===== src/rtl/vr16_pkg.sv =====
`default_nettype none
// ============================================================================
//  Module   : vr16_pkg
//  Purpose  : Shared constants for the VR16 execute stage: opcodes, the
//             execute-stage state encoding and register-file indices.
//  Ports    : none (package)
//  Revision : 1.0  initial release
// ============================================================================
package vr16_pkg;

    // Opcodes presented by the decoder on op[2:0]
    localparam logic [2:0] OP_ADD = 3'b000;
    localparam logic [2:0] OP_SUB = 3'b001;
    localparam logic [2:0] OP_AND = 3'b010;
    localparam logic [2:0] OP_OR  = 3'b011;
    localparam logic [2:0] OP_XOR = 3'b100;
    localparam logic [2:0] OP_SHL = 3'b101;
    localparam logic [2:0] OP_SHR = 3'b110;
    localparam logic [2:0] OP_MUL = 3'b111;

    // Execute-stage state encoding (explicit 2-bit width)
    typedef enum logic [1:0] {
        ST_IDLE = 2'd0,
        ST_MUL  = 2'd1,
        ST_DONE = 2'd2
    } state_t;

    // Register-file destination indices
    localparam logic [1:0] REG_A = 2'b00;
    localparam logic [1:0] REG_B = 2'b01;
    localparam logic [1:0] REG_C = 2'b10;
    localparam logic [1:0] REG_D = 2'b11;

endpackage : vr16_pkg
`default_nettype wire


===== src/rtl/mul_iter.sv =====
`default_nettype none
// ============================================================================
//  Module   : mul_iter
//  Purpose  : Iterative unsigned shift-add multiplier, one partial product
//             per clock, MUL_CYCLES iterations per operation.
//  Ports    : clk          - core clock, rising edge
//             reset        - asynchronous active-low reset
//             start        - load operands and begin (ignored while running)
//             multiplicand - first operand
//             multiplier   - second operand
//             done         - high in the cycle whose closing edge performs
//                            the final iteration
//             product      - accumulator value after the current iteration;
//                            the full product when done is high
//  Revision : 1.0  initial release
// ============================================================================
module mul_iter #(
    parameter int WIDTH      = 16,
    parameter int MUL_CYCLES = 16
) (
    input  logic                 clk,
    input  logic                 reset,
    input  logic                 start,
    input  logic [WIDTH-1:0]     multiplicand,
    input  logic [WIDTH-1:0]     multiplier,
    output logic                 done,
    output logic [2*WIDTH-1:0]   product
);

    localparam int CNT_W = $clog2(MUL_CYCLES);
    localparam logic [CNT_W-1:0] c_last = CNT_W'(MUL_CYCLES - 1);

    logic [2*WIDTH-1:0] r_mcand;
    logic [WIDTH-1:0]   r_mplier;
    logic [2*WIDTH-1:0] r_acc;
    logic [CNT_W-1:0]   r_count;
    logic               r_busy;
    logic [2*WIDTH-1:0] w_acc_next;

    // Partial product for this iteration is selected by the multiplier LSB.
    assign w_acc_next = r_mplier[0] ? (r_acc + r_mcand) : r_acc;

    // Exposing the post-iteration value lets the parent capture the final
    // product on the same edge that retires the last iteration.
    assign product = w_acc_next;
    assign done    = r_busy && (r_count == c_last);

    always_ff @(posedge clk or negedge reset) begin
        if (!reset) begin
            r_mcand  <= '0;
            r_mplier <= '0;
            r_acc    <= '0;
            r_count  <= '0;
            r_busy   <= 1'b0;
        end else if (r_busy) begin
            r_acc    <= w_acc_next;
            r_mcand  <= r_mcand << 1;
            r_mplier <= r_mplier >> 1;
            r_count  <= r_count + CNT_W'(1);
            if (r_count == c_last) begin
                r_busy <= 1'b0;
            end
        end else if (start) begin
            r_mcand  <= {{WIDTH{1'b0}}, multiplicand};
            r_mplier <= multiplier;
            r_acc    <= '0;
            r_count  <= '0;
            r_busy   <= 1'b1;
        end
    end

endmodule : mul_iter
`default_nettype wire


===== src/rtl/alu_exec.sv =====
`default_nettype none
// ============================================================================
//  Module   : alu_exec
//  Purpose  : VR16 execute stage. Single-cycle logic/arith/shift ops and a
//             16-cycle iterative MUL, feeding the register file.
//  Ports    : clk, reset (async active-low)
//             start, op, dest_sel, operand_a, operand_b  - request from decoder
//             busy          - MUL in progress, start ignored
//             alu_result    - registered result to the register file
//             write_enable  - one-cycle pulse marking a valid result
//             select_reg    - destination index aligned with write_enable
//             carry, zero   - flags of the last result
//  Revision : 1.0  initial release
// ============================================================================
module alu_exec
    import vr16_pkg::*;
#(
    parameter int WIDTH      = 16,
    parameter int MUL_CYCLES = 16
) (
    input  logic             clk,
    input  logic             reset,
    input  logic             start,
    input  logic [2:0]       op,
    input  logic [1:0]       dest_sel,
    input  logic [WIDTH-1:0] operand_a,
    input  logic [WIDTH-1:0] operand_b,
    output logic             busy,
    output logic [WIDTH-1:0] alu_result,
    output logic             write_enable,
    output logic [1:0]       select_reg,
    output logic             carry,
    output logic             zero
);

    localparam int SH_W = $clog2(WIDTH);

    state_t             r_state;
    state_t             w_state_next;

    logic [WIDTH-1:0]   r_result;
    logic               r_we;
    logic [1:0]         r_sel;
    logic               r_carry;
    logic               r_zero;
    logic [1:0]         r_mul_dest;

    logic               w_accept;
    logic               w_mul_start;
    logic               w_single;
    logic               w_mul_done;
    logic [2*WIDTH-1:0] w_mul_product;

    logic [SH_W-1:0]    w_shamt;
    logic [WIDTH:0]     w_sum;
    logic [WIDTH:0]     w_diff;
    logic [WIDTH:0]     w_shl;
    logic [WIDTH:0]     w_shr;
    logic [WIDTH-1:0]   w_res;
    logic               w_carry;

    // Requests are taken in IDLE and DONE; a running MUL blocks everything.
    assign w_accept    = start && (r_state != ST_MUL);
    assign w_mul_start = w_accept && (op == OP_MUL);
    assign w_single    = w_accept && (op != OP_MUL);

    mul_iter #(
        .WIDTH      (WIDTH),
        .MUL_CYCLES (MUL_CYCLES)
    ) u_mul_iter (
        .clk          (clk),
        .reset        (reset),
        .start        (w_mul_start),
        .multiplicand (operand_a),
        .multiplier   (operand_b),
        .done         (w_mul_done),
        .product      (w_mul_product)
    );

    // ------------------------------------------------------------------
    // Single-cycle datapath
    // ------------------------------------------------------------------
    assign w_shamt = operand_b[SH_W-1:0];
    assign w_sum   = {1'b0, operand_a} + {1'b0, operand_b};
    // Bit WIDTH of the extended difference is the unsigned borrow.
    assign w_diff  = {1'b0, operand_a} - {1'b0, operand_b};
    // The extra guard bit on each shift catches the last bit shifted out,
    // and naturally stays 0 for a zero shift amount.
    assign w_shl   = {1'b0, operand_a} << w_shamt;
    assign w_shr   = {operand_a, 1'b0} >> w_shamt;

    always_comb begin
        w_res   = '0;
        w_carry = 1'b0;
        case (op)
            OP_ADD: begin
                w_res   = w_sum[WIDTH-1:0];
                w_carry = w_sum[WIDTH];
            end
            OP_SUB: begin
                w_res   = w_diff[WIDTH-1:0];
                w_carry = w_diff[WIDTH];
            end
            OP_AND: w_res = operand_a & operand_b;
            OP_OR:  w_res = operand_a | operand_b;
            OP_XOR: w_res = operand_a ^ operand_b;
            OP_SHL: begin
                w_res   = w_shl[WIDTH-1:0];
                w_carry = w_shl[WIDTH];
            end
            OP_SHR: begin
                w_res   = w_shr[WIDTH:1];
                w_carry = w_shr[0];
            end
            default: begin
                w_res   = '0;
                w_carry = 1'b0;
            end
        endcase
    end

    // ------------------------------------------------------------------
    // Control FSM
    // ------------------------------------------------------------------
    always_ff @(posedge clk or negedge reset) begin
        if (!reset) begin
            r_state <= ST_IDLE;
        end else begin
            r_state <= w_state_next;
        end
    end

    always_comb begin
        w_state_next = r_state;
        case (r_state)
            ST_IDLE, ST_DONE: w_state_next = w_mul_start ? ST_MUL : ST_IDLE;
            ST_MUL:           if (w_mul_done) w_state_next = ST_DONE;
            default:          w_state_next = ST_IDLE;
        endcase
    end

    // ------------------------------------------------------------------
    // Output registers: written on a single-cycle accept or on the edge
    // that retires the final MUL iteration; otherwise they hold.
    // ------------------------------------------------------------------
    always_ff @(posedge clk or negedge reset) begin
        if (!reset) begin
            r_result   <= '0;
            r_we       <= 1'b0;
            r_sel      <= 2'b00;
            r_carry    <= 1'b0;
            r_zero     <= 1'b0;
            r_mul_dest <= 2'b00;
        end else begin
            r_we <= 1'b0;
            if (w_mul_done) begin
                r_result <= w_mul_product[WIDTH-1:0];
                r_carry  <= |w_mul_product[2*WIDTH-1:WIDTH];
                r_zero   <= (w_mul_product[WIDTH-1:0] == '0);
                r_sel    <= r_mul_dest;
                r_we     <= 1'b1;
            end else if (w_single) begin
                r_result <= w_res;
                r_carry  <= w_carry;
                r_zero   <= (w_res == '0);
                r_sel    <= dest_sel;
                r_we     <= 1'b1;
            end
            if (w_mul_start) begin
                r_mul_dest <= dest_sel;
            end
        end
    end

    assign busy         = (r_state == ST_MUL);
    assign alu_result   = r_result;
    assign write_enable = r_we;
    assign select_reg   = r_sel;
    assign carry        = r_carry;
    assign zero         = r_zero;

endmodule : alu_exec
`default_nettype wire


===== config.mk =====
export PLATFORM = sky130hd
export DESIGN_NAME = alu_exec
export DESIGN_NICKNAME = d
export VERILOG_FILES = /design/src/rtl/vr16_pkg.sv /design/src/rtl/mul_iter.sv /design/src/rtl/alu_exec.sv
export SDC_FILE = /design/constraint.sdc
export NUM_CORES = 1
export LEC_CHECK = 0
export ABC_AREA = 1
export BUFFER_PORTS_ARGS = -buffer_cell sky130_fd_sc_hd__buf_2
export CORE_ASPECT_RATIO = 1.5
export CORE_UTILIZATION = 37
export CTS_CLUSTER_SIZE = 25
export DETAILED_ROUTE_END_ITERATION = 10
export GPL_ROUTABILITY_DRIVEN = 0
export PLACE_DENSITY = 0.57
export SYNTH_ARGS = -nofsm -noshare
export SYNTH_HDL_FRONTEND = slang
export SYNTH_SLANG_ARGS = --single-unit

===== constraint.sdc =====
create_clock -name clk -period 3.2 [get_ports clk]
set_clock_uncertainty 0.05 [all_clocks]
set_input_delay 0.64 -clock clk [delete_from_list [all_inputs] [get_ports clk]]
set_output_delay 0.64 -clock clk [all_outputs]
set_load 0.01 [all_outputs]

==> flow_summary.toml, run 1 <==
[cells_and_area]
ratio_of_cells_with_drive_above_1_in_the_final_layout = 0.0844
area_occupied_by_multi_input_gates_mm2 = 0.00715
synthToLayoutAreaGrowth_pct = 11.3
fin_nets = 2078
layout_filler_cell_count = 3316
layout.area.seq_mm2 = 0.00275
design_area_mm2 = 0.0126
biggestRegsByFlops = "u_mul_iter.r_acc: 32 flops, u_mul_iter.r_mcand: 32 flops"

[critical_path]
worst-endpoint-arrival_ps = 3230
critPathMaxFanout = 4
timing.critical_path.to_type = "register"
worst-endpoint-required_ps = 3410
worstSetupStartpointType = "register"
timing_worst_setup_path_type = "register to register"

[sta]
worst_slack_ps = 177
timing.max_slew.rel_slack = 0.569
timing_worst_slew_pin_value_ps = 640
fin_tns_setup_ps = 0
setup_viol = 0
hold_viol_final = 0
drv_slew = 0
layout_worst_path_cycle_share = 0.945
timing.hold.ws_ps = 270
max_freq_ghz = 0.331
fin_crit_ps = 3020
rsz0062_at_grt = "false"

[global_routing]
total_global_routing_track_utilization = 0.315
vias_in_the_first_global_route = 12600
grt_start_max_net_pins = 111
first_pass_grt_wire_length_um = 71900
global_route.overflow_total = 0
antenna_found_initial = 7

[power_and_ir_drop]
net-switching-power_mw = 1.21
p_int_mw = 2.27
sw_frac = 0.347
share_clk_of_total_power = 0.343
seqPwrFrac = 0.399
p_comb_frac = 0.259
static-leakage-power_nw = 7.09
power.density_cell_area_mw_per_mm2 = 276
power_mw = 3.48
irDropWorstVdd_mv = 0.177

[logic_synthesis]
synth_top_cell_area_share = 0.243
mappedNetlistArea_mm2 = 0.0113
synth_enable_flop_cells = 0
number_of_distinct_library_cells_after_synthesis = 47
synth.yosys.warnings = 0
synth_area_per_cell_um2 = 6.01
synth_top_flop_cell = "dfrtp_1"
synth_sequential_area_ratio = 0.243
synthTopCellsByArea = "dfrtp_1 24%, nand2_1 21%, nand3_1 9.9%, ha_1 9.3%, inv_1 9.2%"
postSynth.asyncResetShare = 1.00
mappedNetlistNets = 2011
synth-seq-cells = 110
cell_taking_the_most_area_after_synthesis = "dfrtp_1"
postSynthCellCount = 1884

[floorplanning]
die_w_um = 145
die_y_um = 216
row_count = 78
floorplan.die_area_mm2 = 0.0313
io_pins = 62
placeableCoreArea_mm2 = 0.0302
starting_density_of_the_core = 0.376

[clock_tree]
clock_tree.htree_level_count = 3
clk_root_buffer_cell = "clkbuf_16"
postCtsSetupBuffers = 0
clock_tree_from_tritoncts = "done"
post_cts_hold_buffer_count = 0
worstSkewPairLatency_ps = 370
numCtsBuffers = 9
max-clock-path-buffers = 2
cts.repair.resized = 0
path_clk_slew_ps = 80
cts_num_sinks = 110

[drt]
detail_route.wirelength_um = 48000
drt-vias-per-instance = 5.44
drc_violations_left = 0
route.detailed.wl_per_inst_um = 20.3
detailedRoute.firstPassIterationCount = 6
antenna_left = 0
detailedRoute.firstIterationViolations = 960
num_vias = 12800

[outcome]
result_of_the_run = "finished clean"

[run]
timing.max_cap.violations = 0

[place]
dp_worst_setup_slack_ps = 78.0
place.detailed.hpwl_um = 39300
place.port_buffers = 61
dpl_cell_area_mm2 = 0.0123

[min_path]
min_delay_path_class = "input port to async pin"
==> final cells by class <==
| type | count | share of cell area |
|---|---|---|
| antenna | 6 | 0.00119 |
| clock buffer | 9 | 0.0179 |
| clock inverter | 6 | 0.00645 |
| inverter | 293 | 0.0874 |
| multi-input combinational | 1418 | 0.567 |
| sequential | 110 | 0.218 |
| tap | 400 | 0.0397 |
| timing repair buffer | 119 | 0.0619 |
==> layer usage <==
metal | track usage | part of all wire | vias to the layer above
met3 | 0.0614 | 0.054 | 244
met4 | 0.324 | 0.11 | 0
met1 | 0.302 | 0.34 | 5895
met5 | 0 | 0 | -
li1 | - | - | 6194
met2 | 0.540 | 0.50 | 511
==> cell families after synthesis <==
kind of cell,count (synthesis),synth area share
fa+ha+maj,87,0.0981
buf+inv,356,0.127
mux,1,0.000884
flops,110,0.243
xor+xnor,7,0.00541
simple gates,1075,0.397
compound gates,248,0.129
==> path summary, 6_finish.rpt <==
path / from / to / slack (ps) / cells past startpoint
min in group clk: r_state[0]$_DFFE_PN0P_ / r_state[0]$_DFFE_PN0P_ / 420 / 1
max reg2reg: u_mul_iter.r_mcand[0]$_DFFE_PN0P_ / carry$_DFFE_PN0P_ / 180 / 18
max in group asynchronous: reset / u_mul_iter.r_acc[13]$_DFFE_PN0P_ / 2320 / 2
min: reset / u_mul_iter.r_acc[29]$_DFFE_PN0P_ / 270 / 2
max: u_mul_iter.r_mcand[0]$_DFFE_PN0P_ / carry$_DFFE_PN0P_ / 180 / 18
min reg2reg: r_state[0]$_DFFE_PN0P_ / r_state[0]$_DFFE_PN0P_ / 420 / 1
==> through the flow <==
stage / utilization / cells
6_report: 0.418 / 2361
5_1_grt: 0.418 / 2359
4_1_cts: 0.417 / 2355
3_5_place_dp: 0.407 / 2340
3_3_place_gp: 0.407 / 2340
2_1_floorplan: - / 1884
==> synthesized netlist by cell type, types with 4 or more instances <==
cell / count
nand2_1: 621
inv_1: 279
nand3_1: 225
nor2_1: 167
dfrtp_1: 110
ha_1: 84
a21oi_1: 77
o22ai_1: 64
o21ai_0: 51
buf_2: 27
nand4_1: 23
clkbuf_1: 22
o211ai_1: 20
inv_2: 12
nor3_1: 10
a22o_1: 8
buf_6: 6
o21ai_1: 6
a31oi_1: 5
and2_1: 5
buf_4: 5
nand3b_1: 5
nor2_2: 5
o21bai_1: 5
o221ai_1: 4
xnor2_1: 4
==> worst max-delay path, stage by stage (launching register included) <==
cell and delay (ps):
dfrtp_1 430, ha_1 290, fa_2 460, nand3_1 80
nand3_1 160, nand2_1 100, nand2_1 160, nand2_1 130
nand2_1 90, nand2_1 110, nand2_1 60, nand2_1 60
nand3_1 90, nand2_1 110, nand2_1 60, nor2_1 80
nand3_1 150, nand2_2 170, nand2_1 60
==> power groups by stage <==
stage	logic [mW]	registers [mW]	clock network, mW
after floorplan	0.499	1.42	0
after global placement	0.870	1.42	0
after detailed placement	0.867	1.42	0
after CTS	0.870	1.39	1.22
after global routing	0.968	1.39	1.26
final	0.901	1.39	1.19
==> cell usage in the layout (no fill, tap or decap), types with 4 or more instances in the layout <==
cell type / synthesis / layout
a21oi_1: 77 / 77
a22o_1: 8 / 8
a31oi_1: 5 / 5
and2_1: 5 / 5
buf_2: 27 / 60
buf_4: 5 / 56
clkbuf_16: 0 / 9
dfrtp_1: 110 / 110
diode_2: 0 / 6
ha_1: 84 / 84
inv_1: 279 / 278
inv_2: 12 / 13
nand2_1: 621 / 620
nand3_1: 225 / 225
nand3b_1: 5 / 5
nand4_1: 23 / 23
nor2_1: 167 / 166
nor2_2: 5 / 6
nor3_1: 10 / 10
o211ai_1: 20 / 20
o21ai_0: 51 / 51
o21ai_1: 6 / 6
o21bai_1: 5 / 5
o221ai_1: 4 / 4
o22ai_1: 64 / 64
xnor2_1: 4 / 4
(Power assumes the default switching activity.)
==> inputs of run 2 (changes only) <==
--- a/config.mk
+++ b/config.mk
@@ -12,7 +12,7 @@
 export CTS_CLUSTER_SIZE = 25
 export DETAILED_ROUTE_END_ITERATION = 10
 export GPL_ROUTABILITY_DRIVEN = 0
-export PLACE_DENSITY = 0.57
+export PLACE_DENSITY = 0.59
 export SYNTH_ARGS = -nofsm -noshare
 export SYNTH_HDL_FRONTEND = slang
 export SYNTH_SLANG_ARGS = --single-unit
==> constraint.sdc (replaced) <==
create_clock -name clk -period 2.7 [get_ports clk]
set_clock_uncertainty 0.05 [all_clocks]
set_input_delay 0.54 -clock clk [delete_from_list [all_inputs] [get_ports clk]]
set_output_delay 0.54 -clock clk [all_outputs]
set_load 0.01 [all_outputs]
==> flow_summary.toml, run 2 (synthesis results as in run 1) <==
[outcome]
result_of_the_run = "finished clean"

[sta]
setup_viol = 0
timing.max_slew.rel_slack = 0.665
timing_worst_slew_pin_value_ps = 503
hold_viol_final = 0
drv_slew = 0
layout_worst_path_cycle_share = 0.962
max_freq_ghz = 0.385
timing.hold.ws_ps = 54.3
fin_crit_ps = 2600

[floorplanning]
starting_density_of_the_core = 0.376
placeableCoreArea_mm2 = 0.0302
io_pins = 62
row_count = 78
die_w_um = 145
floorplan.die_area_mm2 = 0.0313
die_y_um = 216

[global_routing]
global_route.overflow_total = 0
grt_start_max_net_pins = 55
antenna_found_initial = 0
total_global_routing_track_utilization = 0.321
vias_in_the_first_global_route = 13700
first_pass_grt_wire_length_um = 74000

[drt]
drt-vias-per-instance = 5.37
detailedRoute.firstPassIterationCount = 7
drc_violations_left = 0
detail_route.wirelength_um = 49100
num_vias = 13800
route.detailed.wl_per_inst_um = 19.2
detailedRoute.firstIterationViolations = 861
antenna_left = 0

[cells_and_area]
final_common_cell = "nand2_1"
area_occupied_by_multi_input_gates_mm2 = 0.00733
insertedDiodeCount = 0
ratio_of_cells_with_drive_above_1_in_the_final_layout = 0.189
synthToLayoutAreaGrowth_pct = 26.7
layout.area.seq_mm2 = 0.00275
design_area_mm2 = 0.0144
top_library_cells_by_usage_in_the_layout_fill_and_taps_aside = "613 x nand2_1, 278 x inv_1, 256 x buf_4"
biggestRegsByFlops = "u_mul_iter.r_acc: 32 flops, u_mul_iter.r_mcand: 32 flops"
fin_nets = 2283
layout_filler_cell_count = 3223
finalCoreUtilization = 0.476

[clock_tree]
clock_tree.htree_level_count = 3
worstSkewPairLatency_ps = 390
max-clock-path-buffers = 2
cts_num_sinks = 110
numCtsBuffers = 9
clock_tree_from_tritoncts = "done"
clk_root_buffer_cell = "clkbuf_16"
postCtsSetupBuffers = 0
path_clk_slew_ps = 90

[power_and_ir_drop]
static-leakage-power_nw = 8.13
power.density_cell_area_mw_per_mm2 = 297
irDropWorstVdd_mv = 0.255

[critical_path]
worstSetupStartpointType = "input port"
timing.critical_path.to_type = "register"
cell_at_the_slowest_stage_of_the_critical_path = "ha_2"
critical_path_buf_inv_count = 3
critPathMaxStageDelay_ps = 440
reg2regPathDepth = 16
worstReg2RegStart = "u_mul_iter.r_mcand[16]$_DFFE_PN0P_"
crit_top_cell = "nor2_1"
timing_worst_setup_path_type = "input port to register"
worst-endpoint-arrival_ps = 2850
critPathMaxFanout = 9
r2r_slack_ps = 150
critical_path.top_delay_family = "simple AND/OR/NAND/NOR gates"
worst-endpoint-required_ps = 2960
crit_chain = "buf_2 -> inv_1 -> ha_2 -> inv_1 -> nand2_1 -> nand3_1 -> nor2_1 -> o21ai_0 -> nor2_1 -> nand2_1 -> nor2_1 -> nand3_1 -> nor2_1 -> nand3_1 -> a21oi_1"
regToRegEndpoint = "carry$_DFFE_PN0P_"

[min_path]
min_delay_path_class = "input port to async pin"

[place]
place.detailed.hpwl_um = 39800
place.port_buffers = 61
dpl_cell_area_mm2 = 0.0139

[run]
timing.max_cap.violations = 0
## run 2: cell count changes in the layout (fill, tap and decap cells not counted), sizes merged
cell and delta:
clkinv +2, buf +205, inv +2, bufinv -1, clkinvlp -2, diode -6
## run 2: where the power goes
group	internal [mW]	switching, mW	leakage (nW)	total, mW
combinational	0.457	0.781	6.78	1.24
clock	0.654	0.720	0.147	1.37
sequential	1.65	0	1.21	1.65
## run 2: what timing repair did
item | CTS | global route
endpoints found under the hold margin | 0 | 0
gates resized for setup | 0 | 46
setup endpoints to repair | 0 | 3
hold buffers | 0 | 0
## run 2: metal layers
| layer | GRT usage | share of wire |
|---|---|---|
| met1 | 0.306 | 0.34 |
| met2 | 0.551 | 0.48 |
| met3 | 0.0634 | 0.057 |
| met4 | 0.332 | 0.12 |
| met5 | 0 | 0 |
## run 2: final cells by class
cell class,count,area share
tap,400,0.0349
sequential,110,0.192
clock inverter,7,0.00505
timing repair buffer,324,0.165
inverter,293,0.0768
multi-input combinational,1418,0.511
clock buffer,9,0.0157
## run 2: worst max path at each step
stage | to | start | depth (start not counted) | slack, ps
3_5_place_dp | zero$_DFFE_PN0P_ | operand_b[2] | 15 | -260
2_1_floorplan | zero$_DFFE_PN0P_ | operand_b[2] | 17 | 190
5_1_grt | carry$_DFFE_PN0P_ | u_mul_iter.r_mcand[11]$_DFFE_PN0P_ | 16 | -6
3_3_place_gp | carry$_DFFE_PN0P_ | operand_a[9] | 15 | -210
6_report | zero$_DFFE_PN0P_ | operand_b[2] | 15 | 100
4_1_cts | zero$_DFFE_PN0P_ | u_mul_iter.r_acc[0]$_DFFE_PN0P_ | 16 | 20
## run 2: through the flow
stage                     TNS [ps]  cells  setup WS, ps  power (mW)
after CTS                        0   2561          23.6        4.24
after global placement        -584   2545          -212        2.86
after global routing         -5.93   2561         -5.93        4.44
final                            0   2561           102        4.26
after detailed placement      -809   2545          -257        2.87
after floorplan                  0   1884           187        2.27
